`src/rtl/display_pkg.sv`:
```
// display_pkg: shared constants for the count display driver.
//   - Active-low 7-segment codes {g,f,e,d,c,b,a} for digits, 'U', 'd' and blank.
//   - Conversion FSM state encoding.
//   - Digit-index width for the four-digit scan.
//   - seg_decode(): BCD nibble to segment code.
package display_pkg;

    localparam logic [6:0] SEG_0     = 7'b1000000;
    localparam logic [6:0] SEG_1     = 7'b1111001;
    localparam logic [6:0] SEG_2     = 7'b0100100;
    localparam logic [6:0] SEG_3     = 7'b0110000;
    localparam logic [6:0] SEG_4     = 7'b0011001;
    localparam logic [6:0] SEG_5     = 7'b0010010;
    localparam logic [6:0] SEG_6     = 7'b0000010;
    localparam logic [6:0] SEG_7     = 7'b1111000;
    localparam logic [6:0] SEG_8     = 7'b0000000;
    localparam logic [6:0] SEG_9     = 7'b0010000;
    localparam logic [6:0] SEG_U     = 7'b1000001;
    localparam logic [6:0] SEG_D     = 7'b0100001;
    localparam logic [6:0] SEG_BLANK = 7'b1111111;

    localparam int DIG_IDX_W = 2;

    typedef enum logic [1:0] {
        IDLE   = 2'd0,
        LOAD   = 2'd1,
        SHIFT  = 2'd2,
        UPDATE = 2'd3
    } conv_state_t;

    function automatic logic [6:0] seg_decode(input logic [3:0] d);
        case (d)
            4'd0:    return SEG_0;
            4'd1:    return SEG_1;
            4'd2:    return SEG_2;
            4'd3:    return SEG_3;
            4'd4:    return SEG_4;
            4'd5:    return SEG_5;
            4'd6:    return SEG_6;
            4'd7:    return SEG_7;
            4'd8:    return SEG_8;
            4'd9:    return SEG_9;
            default: return SEG_BLANK;
        endcase
    endfunction

endpackage

```
`src/rtl/bin2bcd9.sv`:
```
// bin2bcd9: sequential double-dabble converter, 9-bit binary to three BCD digits.
//   clk, reset   : clock, asynchronous active-high reset
//   start        : request a conversion (honoured only in IDLE)
//   bin          : binary value, captured in LOAD
//   load         : high during LOAD (caller latches its reference copy here)
//   done         : high during UPDATE; hundreds/tens/ones are valid then
//   hundreds/tens/ones : BCD result
module bin2bcd9
    import display_pkg::*;
(
    input  logic       clk,
    input  logic       reset,
    input  logic       start,
    input  logic [8:0] bin,
    output logic       load,
    output logic       done,
    output logic [3:0] hundreds,
    output logic [3:0] tens,
    output logic [3:0] ones
);

    conv_state_t state, state_nxt;
    logic [3:0]  iter;
    logic [8:0]  shreg;
    logic [11:0] acc;
    logic [11:0] acc_adj;

    always_ff @(posedge clk or posedge reset) begin
        if (reset) begin
            state <= IDLE;
            iter  <= '0;
            shreg <= '0;
            acc   <= '0;
        end else begin
            state <= state_nxt;
            case (state)
                LOAD: begin
                    shreg <= bin;
                    acc   <= '0;
                    iter  <= '0;
                end
                SHIFT: begin
                    // adjust-then-shift; the MSB of the binary word enters the BCD LSB
                    acc   <= {acc_adj[10:0], shreg[8]};
                    shreg <= {shreg[7:0], 1'b0};
                    iter  <= iter + 4'd1;
                end
                default: ;
            endcase
        end
    end

    always_comb begin
        acc_adj = acc;
        for (int n = 0; n < 3; n++) begin
            if (acc[n*4 +: 4] >= 4'd5)
                acc_adj[n*4 +: 4] = acc[n*4 +: 4] + 4'd3;
        end
    end

    always_comb begin
        state_nxt = state;
        case (state)
            IDLE:    if (start) state_nxt = LOAD;
            LOAD:    state_nxt = SHIFT;
            SHIFT:   if (iter == 4'd8) state_nxt = UPDATE;
            UPDATE:  state_nxt = IDLE;
            default: state_nxt = IDLE;
        endcase
    end

    assign load     = (state == LOAD);
    assign done     = (state == UPDATE);
    assign hundreds = acc[11:8];
    assign tens     = acc[7:4];
    assign ones     = acc[3:0];

endmodule

```
`src/rtl/count_display_driver.sv`:
```
// count_display_driver: shows a 9-bit count and its direction on a four-digit
// multiplexed 7-segment display (digits 2..0 = decimal value, digit 3 = 'U'/'d').
//   SCAN_DIV : clk cycles per digit slot (>= 2)
//   LZB      : 1 = blank leading zeros of hundreds/tens
//   clk, reset : clock, asynchronous active-high reset
//   count    : value to display, 0..511
//   updown   : 1 = up ('U'), 0 = down ('d'), used live
//   seg      : segments {g,f,e,d,c,b,a}, active-low
//   an       : digit anodes, active-low, an[0] rightmost
//   dp       : decimal point, active-low, always off
module count_display_driver
    import display_pkg::*;
#(
    parameter int SCAN_DIV = 50000,
    parameter bit LZB      = 1'b1
) (
    input  logic       clk,
    input  logic       reset,
    input  logic [8:0] count,
    input  logic       updown,
    output logic [6:0] seg,
    output logic [3:0] an,
    output logic       dp
);

    localparam int DIV_W = $clog2(SCAN_DIV);

    logic [8:0] last;
    logic       load, done;
    logic [3:0] bcd_h, bcd_t, bcd_o;
    logic [3:0] hund, tens, ones;

    bin2bcd9 u_conv (
        .clk      (clk),
        .reset    (reset),
        .start    (count != last),
        .bin      (count),
        .load     (load),
        .done     (done),
        .hundreds (bcd_h),
        .tens     (bcd_t),
        .ones     (bcd_o)
    );

    always_ff @(posedge clk or posedge reset) begin
        if (reset) begin
            last <= '0;
            hund <= '0;
            tens <= '0;
            ones <= '0;
        end else begin
            if (load)
                last <= count;
            if (done) begin
                hund <= bcd_h;
                tens <= bcd_t;
                ones <= bcd_o;
            end
        end
    end

    // Scan: idx is the digit to show at the next tick; sel is the digit being shown.
    // Showing idx before advancing makes the first slot after reset digit 0.
    logic [DIV_W-1:0]     div;
    logic                 tick;
    logic [DIG_IDX_W-1:0] idx, sel, sel_nxt;
    logic                 active, active_nxt;
    logic [3:0]           nib;
    logic                 blank;
    logic [6:0]           seg_nxt;
    logic [3:0]           an_nxt;

    assign tick = (div == DIV_W'(SCAN_DIV - 1));

    always_comb begin
        sel_nxt    = tick ? idx : sel;
        active_nxt = active | tick;
        nib        = ones;
        blank      = 1'b0;
        case (sel_nxt)
            2'd0: nib = ones;
            2'd1: begin
                nib   = tens;
                blank = LZB && (hund == 4'd0) && (tens == 4'd0);
            end
            2'd2: begin
                nib   = hund;
                blank = LZB && (hund == 4'd0);
            end
            2'd3: nib = 4'd0;
        endcase
        if (!active_nxt)
            seg_nxt = SEG_BLANK;
        else if (sel_nxt == 2'd3)
            seg_nxt = updown ? SEG_U : SEG_D;
        else if (blank)
            seg_nxt = SEG_BLANK;
        else
            seg_nxt = seg_decode(nib);
        an_nxt = active_nxt ? ~(4'b0001 << sel_nxt) : 4'hF;
    end

    always_ff @(posedge clk or posedge reset) begin
        if (reset) begin
            div    <= '0;
            idx    <= '0;
            sel    <= '0;
            active <= 1'b0;
            seg    <= SEG_BLANK;
            an     <= 4'hF;
        end else begin
            div    <= tick ? '0 : div + DIV_W'(1);
            if (tick)
                idx <= idx + 2'd1;
            sel    <= sel_nxt;
            active <= active_nxt;
            seg    <= seg_nxt;
            an     <= an_nxt;
        end
    end

    assign dp = 1'b1;

endmodule

```
`config.mk`:
```
export PLATFORM = sky130hd
export DESIGN_NAME = count_display_driver
export DESIGN_NICKNAME = d
export VERILOG_FILES = /design/src/rtl/display_pkg.sv /design/src/rtl/bin2bcd9.sv /design/src/rtl/count_display_driver.sv
export SDC_FILE = /design/constraint.sdc
export NUM_CORES = 1
export LEC_CHECK = 0
export CAP_MARGIN = 20
export CORE_MARGIN = 10
export CORE_UTILIZATION = 53
export CTS_BUF_LIST = sky130_fd_sc_hd__clkbuf_4 sky130_fd_sc_hd__clkbuf_8
export DETAILED_ROUTE_END_ITERATION = 16
export PLACE_DENSITY = 0.76
export SLEW_MARGIN = 30
export SYNTH_ARGS = -nofsm -noshare
export SYNTH_HDL_FRONTEND = slang
export SYNTH_SLANG_ARGS = --single-unit
```
`constraint.sdc`:
```
create_clock -name clk -period 10.2 [get_ports clk]
set_clock_uncertainty 0.2 [all_clocks]
set_input_delay 2.04 -clock clk [delete_from_list [all_inputs] [get_ports clk]]
set_output_delay 2.04 -clock clk [all_outputs]
set_load 0.005 [all_outputs]
```
# Word level (Yosys, flattened, before mapping)
# Memory sizes are Yosys's and may differ from the RTL's.
# Index checks and enable logic that the tools add are counted.
totals:
  latchBits: 0
  rom_bits: 112
  reg_bits: 80
  n_memories: 1
  wordCells: 63
  out_inout_bits: 12
  in_bits: 12
  ram_bits: 0
memory_table:
  columns: ["memory", "words", "word_bits", "rd", "rd_ports_with_merged_regs", "write_ports", "line_no", "text"]
  rows:
  - ["(no name shown)", 16, 7, 1, 0, 0, "display_pkg.sv:32", "case (d)"]
classes:
  shifts: 1
  n_lt_le_gt_ge: 3
  eq_ne: 11
  muxes: 18
  add_sub_neg: 6
  multipliers: 0
  reduce_logical: 7
  n_div: 0
  bitwise_logic: 2
op_table:
  columns: ["op", "count"]
  rows:
  - ["$mux 7", 4]
  - ["$pmux 12 s2", 1]
  - ["$pmux 9 s2", 1]
  - ["$add 16x1->16 const B", 1]
  - ["$eq 16x16->1 const B", 1]
  - ["$mux 16", 1]
  - ["$pmux 4 s4", 1]
  - ["$ge 4x3->1 const B", 3]
  - ["$mux 4", 3]
  - ["$ne 9x9->1", 1]
  - ["$add 4x2->4 const B", 2]
  - ["$eq 2x2->1 const B", 4]
  - ["$logic_not 4->1", 2]
  - ["$pmux 2 s4", 1]
  - ["$pmux 4 s2", 1]
  - ["$mux 2", 3]
  - ["$add 4x1->4 const B", 1]
  - ["$eq 2x1->1 const B", 2]
  - ["$eq 4x4->1 const B", 1]
  - ["$logic_not 2->1", 2]
  - ["$ne 2x1->1 const B", 2]
  - ["$not 4->4", 1]
  - ["$shl 1x2->4 const A", 1]
  - ["$add 3x2->3 const B", 1]
  - ["7 further kinds", 7]

# Longest topological paths before layout
# An unclocked memory read counts as a cell.
depth:
  depth_word: 8
  ltp_mapped: 14
  mapped_depth_nobuf: 13

# Hierarchy
# A second synthesis with hierarchy kept.
hier_totals:
  cells_unflattened: 361
  area_unflattened_um2: 4043.9
modules_own_cells:
  columns: ["module", "area_per_inst_um2", "instances", "seq_area_each_um2", "cells_per_inst"]
  rows:
  - ["count_display_driver", 2502.4, 1, 1340.0, 211]
  - ["bin2bcd9", 1541.5, 1, 675.6, 150]

# Worst setup path before layout
# Ideal clock, no wire load.
synth_path:
  kind: "register to register"
  startpoint: "register div[5]"
  endpoint: "register seg[3]"
  slack_ns: 6.937
  arrival_time_ns: 2.980
  path_buffers: 0
  t_required_ns: 9.917
  period_less_slack_ns: 3.263
  setup_ns: 0.083
  path_stages_with_launch: 12
  path_cell_list: "dfrtp_1 > nor4_2 > nand3_2 > nor4_4 > mux2_2 > ha_1 > a221o_1 > and2_2 > ha_1 > o2bb2ai_1 > a21boi_1 > o21ai_1"
synth_between:
  elab_chain_cells: 8
synth_rtl:
  columns: ["item", "line_no", "text"]
  rows:
  - ["from (decl)", "count_display_driver.sv:64", "logic [DIV_W-1:0] div;"]
  - ["from (signal assigned)", "count_display_driver.sv:112", "div <= tick ? '0 : div + DIV_W'(1);"]
  - ["$eq 16x16->1 (*)", "count_display_driver.sv:73", "assign tick = (div == DIV_W'(SCAN_DIV - 1));"]
  - ["$mux 2 (*)", "count_display_driver.sv:76", "sel_nxt = tick ? idx : sel;"]
  - ["net sel_nxt[1]", "count_display_driver.sv:66", "logic [DIG_IDX_W-1:0] idx, sel, sel_nxt;"]
  - ["$eq 2x2->1, or another cell as far along", "count_display_driver.sv:80, count_display_driver.sv:94", null]
  - ["$pmux 4 s4", "count_display_driver.sv:80", "case (sel_nxt)"]
  - ["$mem_v2 16x7", null, null]
  - ["$mux 7", "count_display_driver.sv:96", "else if (blank)"]
  - ["$mux 7 (*)", "count_display_driver.sv:94", "else if (sel_nxt == 2'd3)"]
  - ["$mux 7 (*)", "count_display_driver.sv:92", "if (!active_nxt)"]
  - ["net seg_nxt[3]", "count_display_driver.sv:70", "logic [6:0] seg_nxt;"]
  - ["to (signal assigned)", "count_display_driver.sv:117", "seg <= seg_nxt;"]
  - ["to (decl)", "count_display_driver.sv:21", "output logic [6:0] seg,"]
# Mark *: on every way through the listed nets, which the timed path passes. The rest lies on a longest branch.
# A chain may end at the register's enable or synchronous reset.

# Final worst setup path
# Ends and elaborated chain as after synthesis.

==> metrics.md <==
| Metric | Value |
|---|---|
| Status | `complete, no violations` |
| Slew Limit Fails | `0` |
| Clock sink total | `80` |
| Core Rows | `31` |
| Layout area overhead | `13.6%` |
| Register area share after synthesis | `49.8%` |
| Post-CTS Setup Bufs | `0` |
| DIE AREA | `about 12000 µm²` |
| Async SR Flop Fraction | `100%` |
| Final Hold Fails | `0` |
| Synthesized Nets | `400` |
| Initial core utilization | `55.2%` |
| GRT Util Overall | `approximately 13%` |
| Hold Crit Class | `flop to flop` |
| Final ANT Viol Nets | `0` |
| Post-route cell area | `4600 µm²` |
| Drt via density | `approximately 5.3` |
| Yosys reg bits | `80` |
| Tot Pwr | `roughly 1.0 mW` |
| Die width | `approximately 110 µm` |
| Switching fraction of total power | `between 30% and 40%` |
| Initial antenna violation count | `0` |
| DRT iter0 DRCs | `93` |
| Tmin final | `just under 4 ns` |
| DRC Markers | `0` |
| Seq pwr share | `between 40% and 50%` |
| Routed WL | `6.82 mm` |
| H-tree depth | `3` |
| Final instance count without filler cells | `493` |
| Largest net degree at the start of global routing | `52` |
| Fin nets | `423` |
| Slew headroom | `49.0%` |
| # IOs | `24` |
| CTS buffer count | `9` |
| Mean Syn Cell Area | `about 11 µm²` |
| TNS Setup | `0 ns` |
| Drt pass-1 iters | `4` |
| GPL Wtd Cong | `0.811` |
| VDD IR max | `0.137 mV` |
| Worst Setup Slack, final | `6.33 ns` |
| Area contributors post-synth | `dfrtp_1 (43%), dfstp_2 (7.1%), mux2_2 (7.0%)` |
| Max cap viols | `0` |
| Post-CTS sizing | `0` |
| CTS Hold Bufs | `0` |
| CP Capture Type | `flop` |
| CTS tree | `yes` |
| P per Cell Area | `approximately 220 nW/µm²` |
| CTS root buf | `clkbuf_8` |
| Yosys cell types | `55` |
| Final core occ | `about 63%` |
| Top cell type's share of synthesized area | `42.6%` |
| Yosys warns | `0` |
| CTS clock-pin slew for the worst setup and hold paths | `0.08 ns` |
| DR WL/cell | `13.8 µm` |
| First-pass GRT wire length | `between 10 and 15 mm` |
| Layout cell share with drive strength beyond 1 | `17.8%` |
| Final critical-path share of the clock period | `37.9%` |
| Element type at the critical path start | `flop` |
| Tightest Pin Transition | `0.765 ns` |
| Setup CP Type | `flop to flop` |
| Post-Synthesis Cells | `366` |
| Top_reg_cell synth | `dfrtp_1` |
| Combinational share of power | `about 33%` |
| Final Hold Slack | `between 0.2 and 0.3 ns` |
| Clock buffer depth | `2` |
| Worst-skew pair later-pin latency | `about 0.35 ns` |
| Area after DPL | `around 4400 µm²` |
| Int Pwr | `0.666 mW` |
| Filler Cell Count | `574` |
| WP data arrival | `3.91 ns` |
| Synthesized area | `4050 µm²` |
| Dpl ws | `between 6 and 7 ns` |
| Placed Cells incl. Taps | `477` |
| Port Buf Inserts | `22` |
| Final setup fails | `0` |
| Core area | `around 7300 µm²` |
| DP HPWL | `4.92 mm` |
| EDFF count, synth | `0` |
| Switch Pwr | `0.335 mW` |
| Vias in the first global route | `between 2k and 3k` |
| Max Fanout on Critical Path | `14` |
| CP Data Required Time | `10.24 ns` |
| # diodes | `0` |
| Die height | `107 µm` |
| Post-synth top area cell | `dfrtp_1` |
| Static leakage | `approximately 2 nW` |
| Fmax | `approximately 260 MHz` |
| Via count | `2627` |
| Gr ovfl total | `0` |
| RSZ-0062 raised after global routing | `false` |
| Clk pwr share | `26.0%` |
==> layout by cell type (no fill, tap or decap), types with 10 or more instances in the layout <==
master | Yosys | routed
o21ai_0 | 11 | 11
mux2_2 | 25 | 25
xnor2_1 | 21 | 21
dfstp_2 | 11 | 11
nor2_1 | 28 | 28
dfrtp_1 | 69 | 69
a21oi_1 | 19 | 19
ha_1 | 22 | 22
o22ai_1 | 13 | 13
inv_1 | 29 | 28
clkdlybuf4s50_1 | 0 | 22
nand2_1 | 20 | 20
clkbuf_8 | 0 | 10
==> sequential cells by signal, summed over array words and instances, names as in the netlist <==
| name | cells |
|---|---|
| ones | 4 |
| tens | 4 |
| u_conv.shreg | 9 |
| hund | 4 |
| div | 16 |
| active | 1 |
| u_conv.state | 2 |
| sel | 2 |
| last | 9 |
| seg | 7 |
| u_conv.iter | 4 |
| an | 4 |
| u_conv.acc | 12 |
| idx | 2 |
==> cells in the mapped netlist (2+ instances only) <==
library cell,number
a21o_1,2
a21oi_1,19
a221o_1,2
a22oi_1,2
a31oi_1,5
buf_4,2
clkbuf_1,8
dfrtp_1,69
dfstp_2,11
ha_1,22
inv_1,29
mux2_2,25
mux2i_1,9
nand2_1,20
nand2b_1,5
nand3_1,9
nand4_1,5
nor2_1,28
nor3_1,6
o211ai_1,2
o21a_1,4
o21ai_0,11
o22ai_1,13
or3_4,2
xnor2_1,21
xor2_1,6
==> power by group through the flow <==
| stage | combinational, mW | clock, mW | sequential [mW] |
|---|---|---|---|
| final | 0.329 | 0.261 | 0.411 |
| after CTS | 0.333 | 0.269 | 0.411 |
| after detailed placement | 0.331 | 0 | 0.417 |
| after global routing | 0.369 | 0.282 | 0.419 |
| after floorplan | 0.271 | 0 | 0.407 |
| after global placement | 0.322 | 0 | 0.414 |
==> critical path, cell delays in order, from the launching register on <==
cell       delay [ns]
dfrtp_1          0.42
nor4_2           0.31
nand3_2          0.16
nor4_4           0.69
mux2_2           0.45
ha_1             0.26
a221o_1          0.38
and2_2           0.23
ha_1             0.31
o2bb2ai_1        0.14
a21boi_1         0.15
o21ai_1          0.07
==> cell type report <==
type                       count  area (µm²)  share of cell area (%)
multi-input combinational    244        1860                    40.4
timing repair buffer          25         263                    5.71
clock inverter                 6        92.6                    2.01
inverter                      29         109                    2.37
tap                           99         124                    2.69
sequential                    80        2020                    43.8
clock buffer                  10         138                    2.99
==> final timing paths <==
kind                       slack, ns               start  depth (start not counted)                  end
max                             6.33    div[5]$_DFF_PP0_                         11     seg[3]$_DFF_PP1_
min                             0.29  idx[1]$_DFFE_PP0N_                          1   idx[1]$_DFFE_PP0N_
max reg2reg                     6.33    div[5]$_DFF_PP0_                         11     seg[3]$_DFF_PP1_
min reg2reg                     0.29  idx[1]$_DFFE_PP0N_                          1   idx[1]$_DFFE_PP0N_
max in group asynchronous       7.30               reset                          4     seg[1]$_DFF_PP1_
min in group asynchronous       1.87               reset                          3  last[2]$_DFFE_PP0N_
==> per-layer routing <==
layer  track usage, %  routed length, µm  vias up
li1                 -                  -     1301
met1             14.7               3090     1267
met2             20.9               3340       46
met3             3.95                284       13
met4             5.53                102        0
met5                0                  0        -
==> logic make-up after synthesis <==
| group | after synthesis | synth area share [%] |
|---|---|---|
| adders and majority gates | 22 | 6.80 |
| other | 1 | 0.0926 |
| and+or+nand+nor | 91 | 12.3 |
| muxes | 34 | 9.18 |
| buffers and inverters | 42 | 4.30 |
| AOI/OAI and AO/OA | 68 | 11.3 |
| xor gates and xnor gates | 28 | 6.24 |
| DFF | 80 | 49.8 |
(Power assumes the default switching activity.)
